`config.mk`:
```
export PLATFORM = sky130hd
export DESIGN_NAME = se_sram_srw_master
export DESIGN_NICKNAME = d
export VERILOG_FILES = /design/src/rtl/se_sram_pkg.sv /design/src/rtl/se_sram_rsp_fifo.sv /design/src/rtl/se_sram_srw_master.sv
export SDC_FILE = /design/constraint.sdc
export NUM_CORES = 1
export LEC_CHECK = 0
export ABC_AREA = 1
export CORE_MARGIN = 5
export CORE_UTILIZATION = 35
export CTS_CLUSTER_SIZE = 10
export DETAILED_ROUTE_END_ITERATION = 8
export DONT_BUFFER_PORTS = 1
export PLACE_DENSITY = 0.45
export SYNTH_ARGS = -nofsm -noshare
export SYNTH_HDL_FRONTEND = slang
export SYNTH_HIERARCHICAL = 1
export SYNTH_SLANG_ARGS = --single-unit
```
`constraint.sdc`:
```
create_clock -name sram_clock -period 5.5 [get_ports sram_clock]
set_input_delay 0.55 -clock sram_clock [delete_from_list [all_inputs] [get_ports sram_clock]]
set_output_delay 0.55 -clock sram_clock [all_outputs]
set_load 0.01 [all_outputs]
```
`src/rtl/se_sram_pkg.sv`:
```
// se_sram_pkg
// Shared definitions for initiators of the single-port synchronous SRAM
// (se_sram_srw).
//   SE_SRAM_READ_LATENCY : enabled edges from the SRAM sampling a read
//                          command to its data appearing on data_out
//   se_sram_req_t        : request record (rnw, address, write_data) at
//                          the default SRAM geometry
package se_sram_pkg;

    localparam int SE_SRAM_READ_LATENCY  = 1;
    localparam int SE_SRAM_ADDRESS_WIDTH = 16;
    localparam int SE_SRAM_DATA_WIDTH    = 8;

    typedef struct packed {
        logic                             rnw;
        logic [SE_SRAM_ADDRESS_WIDTH-1:0] address;
        logic [SE_SRAM_DATA_WIDTH-1:0]    write_data;
    } se_sram_req_t;

endpackage

```
`src/rtl/se_sram_rsp_fifo.sv`:
```
// se_sram_rsp_fifo
// Synchronous response FIFO for the SRAM master.
// Ports:
//   sram_clock  in   clock
//   int_reset   in   synchronous active-high reset (honoured on enabled edges)
//   enable      in   gates every state update
//   push        in   write push_data on an enabled edge
//   push_data   in   data to store
//   pop         in   advance the head on an enabled edge (caller guarantees non-empty)
//   head_data   out  oldest entry, 0 when empty
//   count       out  number of stored entries
// depth must be a power of two so the pointers wrap naturally.
module se_sram_rsp_fifo #(
    parameter int data_width = 8,
    parameter int depth      = 4
) (
    input  logic                    sram_clock,
    input  logic                    int_reset,
    input  logic                    enable,
    input  logic                    push,
    input  logic [data_width-1:0]   push_data,
    input  logic                    pop,
    output logic [data_width-1:0]   head_data,
    output logic [$clog2(depth):0]  count
);

    localparam int ptr_width = $clog2(depth);

    logic [data_width-1:0] mem [depth];
    logic [ptr_width-1:0]  wr_ptr;
    logic [ptr_width-1:0]  rd_ptr;

    always_ff @(posedge sram_clock) begin
        if (enable) begin
            if (int_reset) begin
                wr_ptr <= '0;
                rd_ptr <= '0;
                count  <= '0;
            end else begin
                if (push) wr_ptr <= wr_ptr + 1'b1;
                if (pop)  rd_ptr <= rd_ptr + 1'b1;
                case ({push, pop})
                    2'b10:   count <= count + 1'b1;
                    2'b01:   count <= count - 1'b1;
                    default: ;
                endcase
            end
        end
    end

    // Storage is not reset; an empty FIFO never exposes it.
    always_ff @(posedge sram_clock) begin
        if (enable && !int_reset && push) mem[wr_ptr] <= push_data;
    end

    assign head_data = (count != '0) ? mem[rd_ptr] : '0;

endmodule

```
`src/rtl/se_sram_srw_master.sv`:
```
// se_sram_srw_master
// Initiator for a single-port synchronous SRAM (se_sram_srw). Requests are
// accepted on a valid/ready handshake and turned into registered SRAM
// commands; read data is captured one edge after the SRAM samples the
// command and returned in issue order through a credit-protected FIFO.
// Ports:
//   sram_clock, sram_clock__enable  clock shared with the SRAM and its enable
//   int_reset                       synchronous active-high reset
//   req_*                           request channel (valid/ready)
//   sram_*                          registered SRAM command, sram_data_out back
//   rsp_*                           response channel (valid/ready), data 0 when empty
//   idle                            nothing issued, nothing in flight, FIFO empty
module se_sram_srw_master
    import se_sram_pkg::*;
#(
    parameter int address_width  = 16,
    parameter int data_width     = 8,
    parameter int rsp_fifo_depth = 4
) (
    input  logic                     sram_clock,
    input  logic                     int_reset,
    input  logic                     sram_clock__enable,
    input  logic                     req_valid,
    output logic                     req_ready,
    input  logic                     req_read_not_write,
    input  logic [address_width-1:0] req_address,
    input  logic [data_width-1:0]    req_write_data,
    output logic                     sram_select,
    output logic                     sram_read_not_write,
    output logic [address_width-1:0] sram_address,
    output logic [data_width-1:0]    sram_write_data,
    input  logic [data_width-1:0]    sram_data_out,
    output logic                     rsp_valid,
    output logic [data_width-1:0]    rsp_data,
    input  logic                     rsp_ready,
    output logic                     idle
);

    localparam int count_width = $clog2(rsp_fifo_depth) + 1;
    localparam int used_width  = count_width + SE_SRAM_READ_LATENCY + 1;

    logic [count_width-1:0]          fifo_count;
    logic [SE_SRAM_READ_LATENCY-1:0] capture_pipe;
    logic [SE_SRAM_READ_LATENCY:0]   capture_shift;
    logic [used_width-1:0]           used;
    logic                            issue_read;
    logic                            accept;
    logic                            push;
    logic                            pop;

    // A read command on the pins is sampled by the SRAM at the coming edge;
    // its data emerges SE_SRAM_READ_LATENCY edges later, which is when the
    // top of the shift register says to push.
    assign issue_read    = sram_select && sram_read_not_write;
    assign capture_shift = {capture_pipe, issue_read};
    assign push          = capture_shift[SE_SRAM_READ_LATENCY];

    // Every read between acceptance and pop holds one FIFO credit, so the
    // FIFO can never overflow. Depends on registered state only.
    assign used = used_width'(fifo_count)
                + used_width'(issue_read)
                + used_width'($countones(capture_pipe));

    assign req_ready = used < used_width'(rsp_fifo_depth);
    assign accept    = req_valid && req_ready;
    assign rsp_valid = fifo_count != '0;
    assign pop       = rsp_valid && rsp_ready;
    assign idle      = !sram_select && (capture_pipe == '0) && !rsp_valid;

    always_ff @(posedge sram_clock) begin
        if (sram_clock__enable) begin
            if (int_reset) begin
                sram_select         <= 1'b0;
                sram_read_not_write <= 1'b1;
                sram_address        <= '0;
                sram_write_data     <= '0;
                capture_pipe        <= '0;
            end else begin
                sram_select  <= accept;
                capture_pipe <= capture_shift[SE_SRAM_READ_LATENCY-1:0];
                if (accept) begin
                    sram_read_not_write <= req_read_not_write;
                    sram_address        <= req_address;
                    sram_write_data     <= req_write_data;
                end
            end
        end
    end

    se_sram_rsp_fifo #(
        .data_width (data_width),
        .depth      (rsp_fifo_depth)
    ) u_rsp_fifo (
        .sram_clock (sram_clock),
        .int_reset  (int_reset),
        .enable     (sram_clock__enable),
        .push       (push),
        .push_data  (sram_data_out),
        .pop        (pop),
        .head_data  (rsp_data),
        .count      (fifo_count)
    );

endmodule

```
After elaboration in Yosys (flattened, before gate mapping) --
Memory sizes are Yosys's and may differ from the RTL's. A register that Yosys moved wholly into a read port is not among the register bits. Index checks and enable logic that the tools add are counted.
Word-level totals: flip-flop bits (word level) 34, bits in writable memories 32, bits of input ports 38, output and inout port bits 37, memories 1
Operators by class: add/sub/neg operators 6, $lt $le $gt $ge 1, equality and inequality tests 2, multiplexer cells 11, bitwise operators 1, reductions and logical operators 19
Memory list:
- u_rsp_fifo.mem | depth 4, bits a word 8, read ports 1, clocked after Yosys merged registers in 1, wr ports 1, RTL line se_sram_rsp_fifo.sv:29 | logic [data_width-1:0] mem [depth];
Operators with widths (count):
- $mux W16 | 1
- $mux W8 | 2
- $mux W2 | 4
- $reduce_and A2 Y1 | 4
- $logic_and A1 B1 Y1 | 7
- $pmux W3 S2 | 1
- $reduce_bool A2 Y1 | 3
- $reduce_bool A3 Y1 | 2
- $add A4 B1 Y5 | 1
- $lt A5 B3 Y1 const B | 1
- $add A2 B1 Y2 const B | 2
- $add A3 B1 Y4 | 1
- $add A3 B1 Y3 const B | 1
- $logic_not A1 Y1 | 3
- $mux W1 | 3
- $sub A3 B1 Y3 const B | 1
- $eq A2 B1 Y1 const B | 1
- $eq A2 B2 Y1 const B | 1
- $not A1 Y1 | 1

Longest topological paths before layout --
depth in word-level cells 7, depth in mapped cells 9, gate-level depth less buffers 9

Modules after synthesis --
The synthesis kept the hierarchy.
Modules (own cells, without submodules):
- se_sram_rsp_fifo | times used 1, cells an instance 189, area an instance 1895.6 um^2, seq. area each 1211.2 um^2
- se_sram_srw_master | times used 1, cells an instance 97, area an instance 1107.3 um^2, seq. area each 810.8 um^2

Least setup slack after synthesis --
OpenSTA, ideal clock, no wires.
kind register to register, from register u_rsp_fifo.count[0], to register sram_address[0] (enable), data arrival time 1795 ps, slack 3314 ps, stages on the path, launching flop included 7, path buffers 0, path through edfxtp_1 ha_1 nand3_1 nand2_1 nand2_2 nand2_2 a21oi_2
Between the ends: word-level cells in the longest chain between the ends 6
RTL lines:
- start: declaration | RTL line se_sram_rsp_fifo.sv:24 | output logic [$clog2(depth):0] count
- start signal: assignment | RTL line se_sram_rsp_fifo.sv:43 | 2'b10: count <= count + 1'b1;
- start signal: assignment | RTL line se_sram_rsp_fifo.sv:44 | 2'b01: count <= count - 1'b1;
- $add A3 B1 Y4 | RTL line se_sram_srw_master.sv:61 | + used_width'(issue_read)
- $add A4 B1 Y5 | RTL line se_sram_srw_master.sv:62 | + used_width'($countones(capture_pipe));
- $lt A5 B3 Y1 | RTL line se_sram_srw_master.sv:64 | assign req_ready = used < used_width'(rsp_fifo_depth);
- net req_ready | RTL line se_sram_srw_master.sv:24 | output logic req_ready,
- $logic_and A1 B1 Y1 | RTL line se_sram_srw_master.sv:65 | assign accept = req_valid && req_ready;
- $reduce_bool A2 Y1 (no source line)
- $reduce_and A2 Y1 (no source line)
- end signal: assignment | RTL line se_sram_srw_master.sv:83 | sram_address <= req_address;
- end: declaration | RTL line se_sram_srw_master.sv:30 | output logic [address_width-1:0] sram_address,
The timed path passes the listed nets, and every way through them passes these cells. A chain may end at the register's enable or synchronous reset.

==> summary.md <==
The flow ran to the end, and the final reports show no timing, DRC or antenna violations. The logs give 1840 for the number of global-route vias before repair and 0 for the total setup buffers inserted after CTS. At the later pin of the worst-skew pair, clock insertion delay measures 0.34 ns. Final number of setup-violating endpoints: 0. The kind of path behind the tightest hold check is input pin to flip-flop. The floorplan step defined a core boundary enclosing 0.008299 mm^2. The logs give 75 for the number of I/O pins and 330 for the synthesized netlist net count. In this run the power density over the cells is 337.7 mW/mm^2. The required time of the critical path is 4.95 ns. Remaining global-route overflow: 0. The measured slew at the worst slew-check pin was 0.8609 ns; the parity-gate share of the synthesized area counting xor and xnor cells was 0%. Final hold analysis gives a worst-case slack of 0.3028 ns. The signal on the critical path passes through inv_4 > nand2_1 > nand3_1 > a21oi_1.

The initial cell density of the core was 36.18%; the shortest clock period the worst path allows after layout was 2.350 ns. Nature of the critical path startpoint: a flip-flop. The endpoint identified for the worst register-to-register timing path is u_rsp_fifo/count[2]$_SDFFCE_PP0P_. The top cell types in the final layout, fill and taps aside, are 79 x sky130_fd_sc_hd__inv_1, 66 x sky130_fd_sc_hd__edfxtp_1, 43 x sky130_fd_sc_hd__nand2_1, 38 x sky130_fd_sc_hd__nor2_1, 20 x sky130_fd_sc_hd__nand3_1. In this run the tightest slew margin relative to its limit is 42.39%.

Sequential elements use 67.33% of the synthesized area. The cell type group with the largest total delay on the critical path is flip-flops. The vertical extent of the die was 102.6 um; the share of synthesized area spent on multiplexers was 0%. For this run, the share of the core covered by cells in the final layout is 39.74%.

Dividing the synthesized area by the synthesized cell count gives 10.50 um^2. The area overhead of the layout relative to synthesis was 9.833%. The element type at the critical path end was a primary output. Wires add up to 5836 um. After detailed placement, the design holds a cell count of 385.

The arrival time at the worst endpoint came out at 1.80 ns. After detailed routing, the average wire length per cell comes to 14.55 um. Across the run, the number of max-cap violations was 0. For the post-cts gate resize count, the log shows 0. In this run the most critical hold path is launched from sram_data_out[7]. The number of hold violations in the final report was 0. The total standard cell area after synthesis is 0.003003 mm^2, and the total of warnings raised by yosys is 6. The run gives 628.1 um^2 as the area taken by multi-input logic gates. Along the worst path, the maximum fanout reaches 17.

The logs give 22 for the distinct cell type count after synthesis and 0 for the antenna cell count. In the finished design, the share of the clock period the worst path needs comes to 42.73%. In the global route stage, overall resource usage came out at 12.14%. The cell at the slowest stage of the critical path is sky130_fd_sc_hd__dfxtp_1. The buffer cell driving the clock tree root is sky130_fd_sc_hd__clkbuf_8. Setup repair after global routing left no endpoint under its margin. The combinational family with the most area after synthesis is simple AND/OR/NAND/NOR gates. The wire-length estimate of the detail-placed layout is 4114 um.

By startpoint and endpoint, the worst setup path is classified as flip-flop to primary output. The depth of the worst hold-timing path is 0, and the total clock sinks is 68. For this run, the top clock speed supported by timing is 0.4255 GHz. The number of remaining DRC errors was 0.

Clock-pin slew on the worst setup and hold paths: 0.08 ns. Sequential cell area: 0.002022 mm^2. Summing the areas of all compound-gate instances in the mapped netlist gives 2.958% of the synthesized area.

After filler insertion, the fill cell instance count of the layout stands at 837. The setup check on the worst reg-to-reg path leaves a slack of 3.54 ns. In the synthesized netlist, the number of instances is 286. The count of buffers added on input and output ports is 0.

The final layout contains 335 nets. For hold timing, the worst endpoint is u_rsp_fifo/mem[3][7]$_DFFE_PP_. Synthesis inferred 68 register bits.

The horizontal die dimension was 102.6 um. The detail route stage leaves a number of antenna-violating nets equal to 0. TritonCTS created 9 clock buffers. The run gives 45 as the DRC violation total after the first TritonRoute iteration. Using the TritonRoute via totals, the vias-per-cell ratio works out to 4.389. The maximum count of clock buffers along a single path is 2, and the cell leakage power is 0.001456 uW. The layout cell share with drive strength beyond 1 was 8.108%. In this run the critical register-to-register path is launched from u_rsp_fifo/count[2]$_SDFFCE_PP0P_.

The number of antenna violations at the first check in global routing was 0. Largest clock skew in the final design: 0.008413 ns. The number of buffers and inverters on the critical path came out at 1.

Of the total synthesized cell area, the portion taken by full adders, half adders and majority gates is 2.750%. The setup TNS after final layout is 0 ns, and the simple-gate share of the synthesized area is 15.21%. The die covers 0.01053 mm^2.

The routed layout has 1760 vias. The number of cells on the worst reg-to-reg path came out at 8. The number of H-tree branching levels is 3, and the count of placed standard cells in the final layout, fillers left out is 401.

The number of optimization iterations in the first detailed-route pass was 4; the placement row count was 33. Across the VDD grid, the largest voltage drop is 99.38 uV. The maximum number of pins on one net before global-route repair is 36. The library cell used most frequently in the layout, excluding fill and tap cells, is sky130_fd_sc_hd__inv_1. The final weighted congestion in routability-driven placement was 0.7687. In this design, the stage delay of the slowest critical-path cell is 0.76 ns. TritonCTS built the clock tree. The logs give 0 for the number of buffers inserted by hold repair at cts and 9404 um for the wire length of the first global-routing pass. The tools report the final-report max-slew violation count as 0.
-- state kept, by name (all words and copies together) (netlist names), named ones only --
signal and flops:
u_rsp_fifo/mem 32, sram_address 16, sram_write_data 8, u_rsp_fifo/count 3, u_rsp_fifo/rd_ptr 2, u_rsp_fifo/wr_ptr 2
capture_pipe 1, sram_read_not_write 1, sram_select 1
-- area by class of cell --
class	instances	area share, %
repair buffers	1	0.2276
well taps	105	3.983
inverters	80	9.181
clock buffers	9	3.756
multi-input cells	131	19.04
flip-flops and latches	68	61.31
clock inverters	7	2.504
-- synth_stat cells --
| cell | number | share of area, % |
|---|---|---|
| sky130_fd_sc_hd__a21oi_2 | 1 | 0.29 |
| sky130_fd_sc_hd__o21a_1 | 1 | 0.25 |
| sky130_fd_sc_hd__o21ai_1 | 1 | 0.17 |
| sky130_fd_sc_hd__dfxtp_1 | 2 | 1.3 |
| sky130_fd_sc_hd__buf_2 | 4 | 0.67 |
| sky130_fd_sc_hd__a21oi_1 | 9 | 1.5 |
| sky130_fd_sc_hd__edfxtp_1 | 66 | 66 |
| sky130_fd_sc_hd__a21boi_0 | 1 | 0.25 |
| sky130_fd_sc_hd__fa_1 | 1 | 0.67 |
| sky130_fd_sc_hd__o21ai_0 | 3 | 0.50 |
| sky130_fd_sc_hd__nor2_1 | 38 | 4.8 |
| sky130_fd_sc_hd__ha_1 | 5 | 2.1 |
| sky130_fd_sc_hd__buf_6 | 2 | 0.75 |
| sky130_fd_sc_hd__inv_4 | 1 | 0.21 |
| sky130_fd_sc_hd__nand3_1 | 20 | 3.3 |
| sky130_fd_sc_hd__nor3_1 | 1 | 0.17 |
| sky130_fd_sc_hd__nand2_2 | 4 | 0.83 |
| sky130_fd_sc_hd__buf_4 | 1 | 0.25 |
| sky130_fd_sc_hd__nand2_1 | 43 | 5.4 |
| sky130_fd_sc_hd__inv_1 | 79 | 9.9 |
| sky130_fd_sc_hd__or2_1 | 2 | 0.42 |
| sky130_fd_sc_hd__nor3_2 | 1 | 0.33 |
-- logic make-up after synthesis --
group	count (synthesis)
compound gates	16
flops	68
fa+ha+maj	6
buf+inv	87
simple gates	109
-- layer usage --
| layer | wire length, um | global-route usage (%) |
|---|---|---|
| met3 | 603 | 6.022 |
| met1 | 2461 | 13.84 |
| met2 | 2676 | 18.77 |
| met4 | 94 | 6.357 |
| met5 | 0 | 0 |
-- per-stage QoR --
step	setup slack [ns]	instance area, um^2	total power (uW)
CTS	3.090	3298	1132
global placement	3.476	3092	703.8
finish	3.150	3298	1114
floorplan	3.314	3003	688.8
global route	2.949	3298	1168
detailed placement	3.473	3092	705.7
-- worst max-delay path by stage --
| stage | startpoint | endpoint | depth (start not counted) |
|---|---|---|---|
| after floorplan | u_rsp_fifo/count[0]$_SDFFCE_PP0P_ | sram_address[0]$_SDFFCE_PP0P_ | 6 |
| after global placement | int_reset | u_rsp_fifo/mem[1][0]$_DFFE_PP_ | 3 |
| after detailed placement | int_reset | u_rsp_fifo/mem[1][0]$_DFFE_PP_ | 3 |
| after CTS | flip-flop | rsp_data[1] | 4 |
| after global routing | flip-flop | rsp_data[3] | 4 |
| final | flip-flop | rsp_data[3] | 4 |
-- power by group --
| group | total (uW) | leakage [uW] | internal (uW) | switching (uW) |
|---|---|---|---|---|
| combinational | 74.1 | 0.000719 | 23.7 | 50.4 |
| sequential | 617 | 0.000638 | 593 | 23.6 |
| clock | 423 | 0.0000984 | 216 | 207 |
| total | 1110 | 0.00146 | 833 | 281 |
Note: power is estimated with default switching activity, not from simulation.
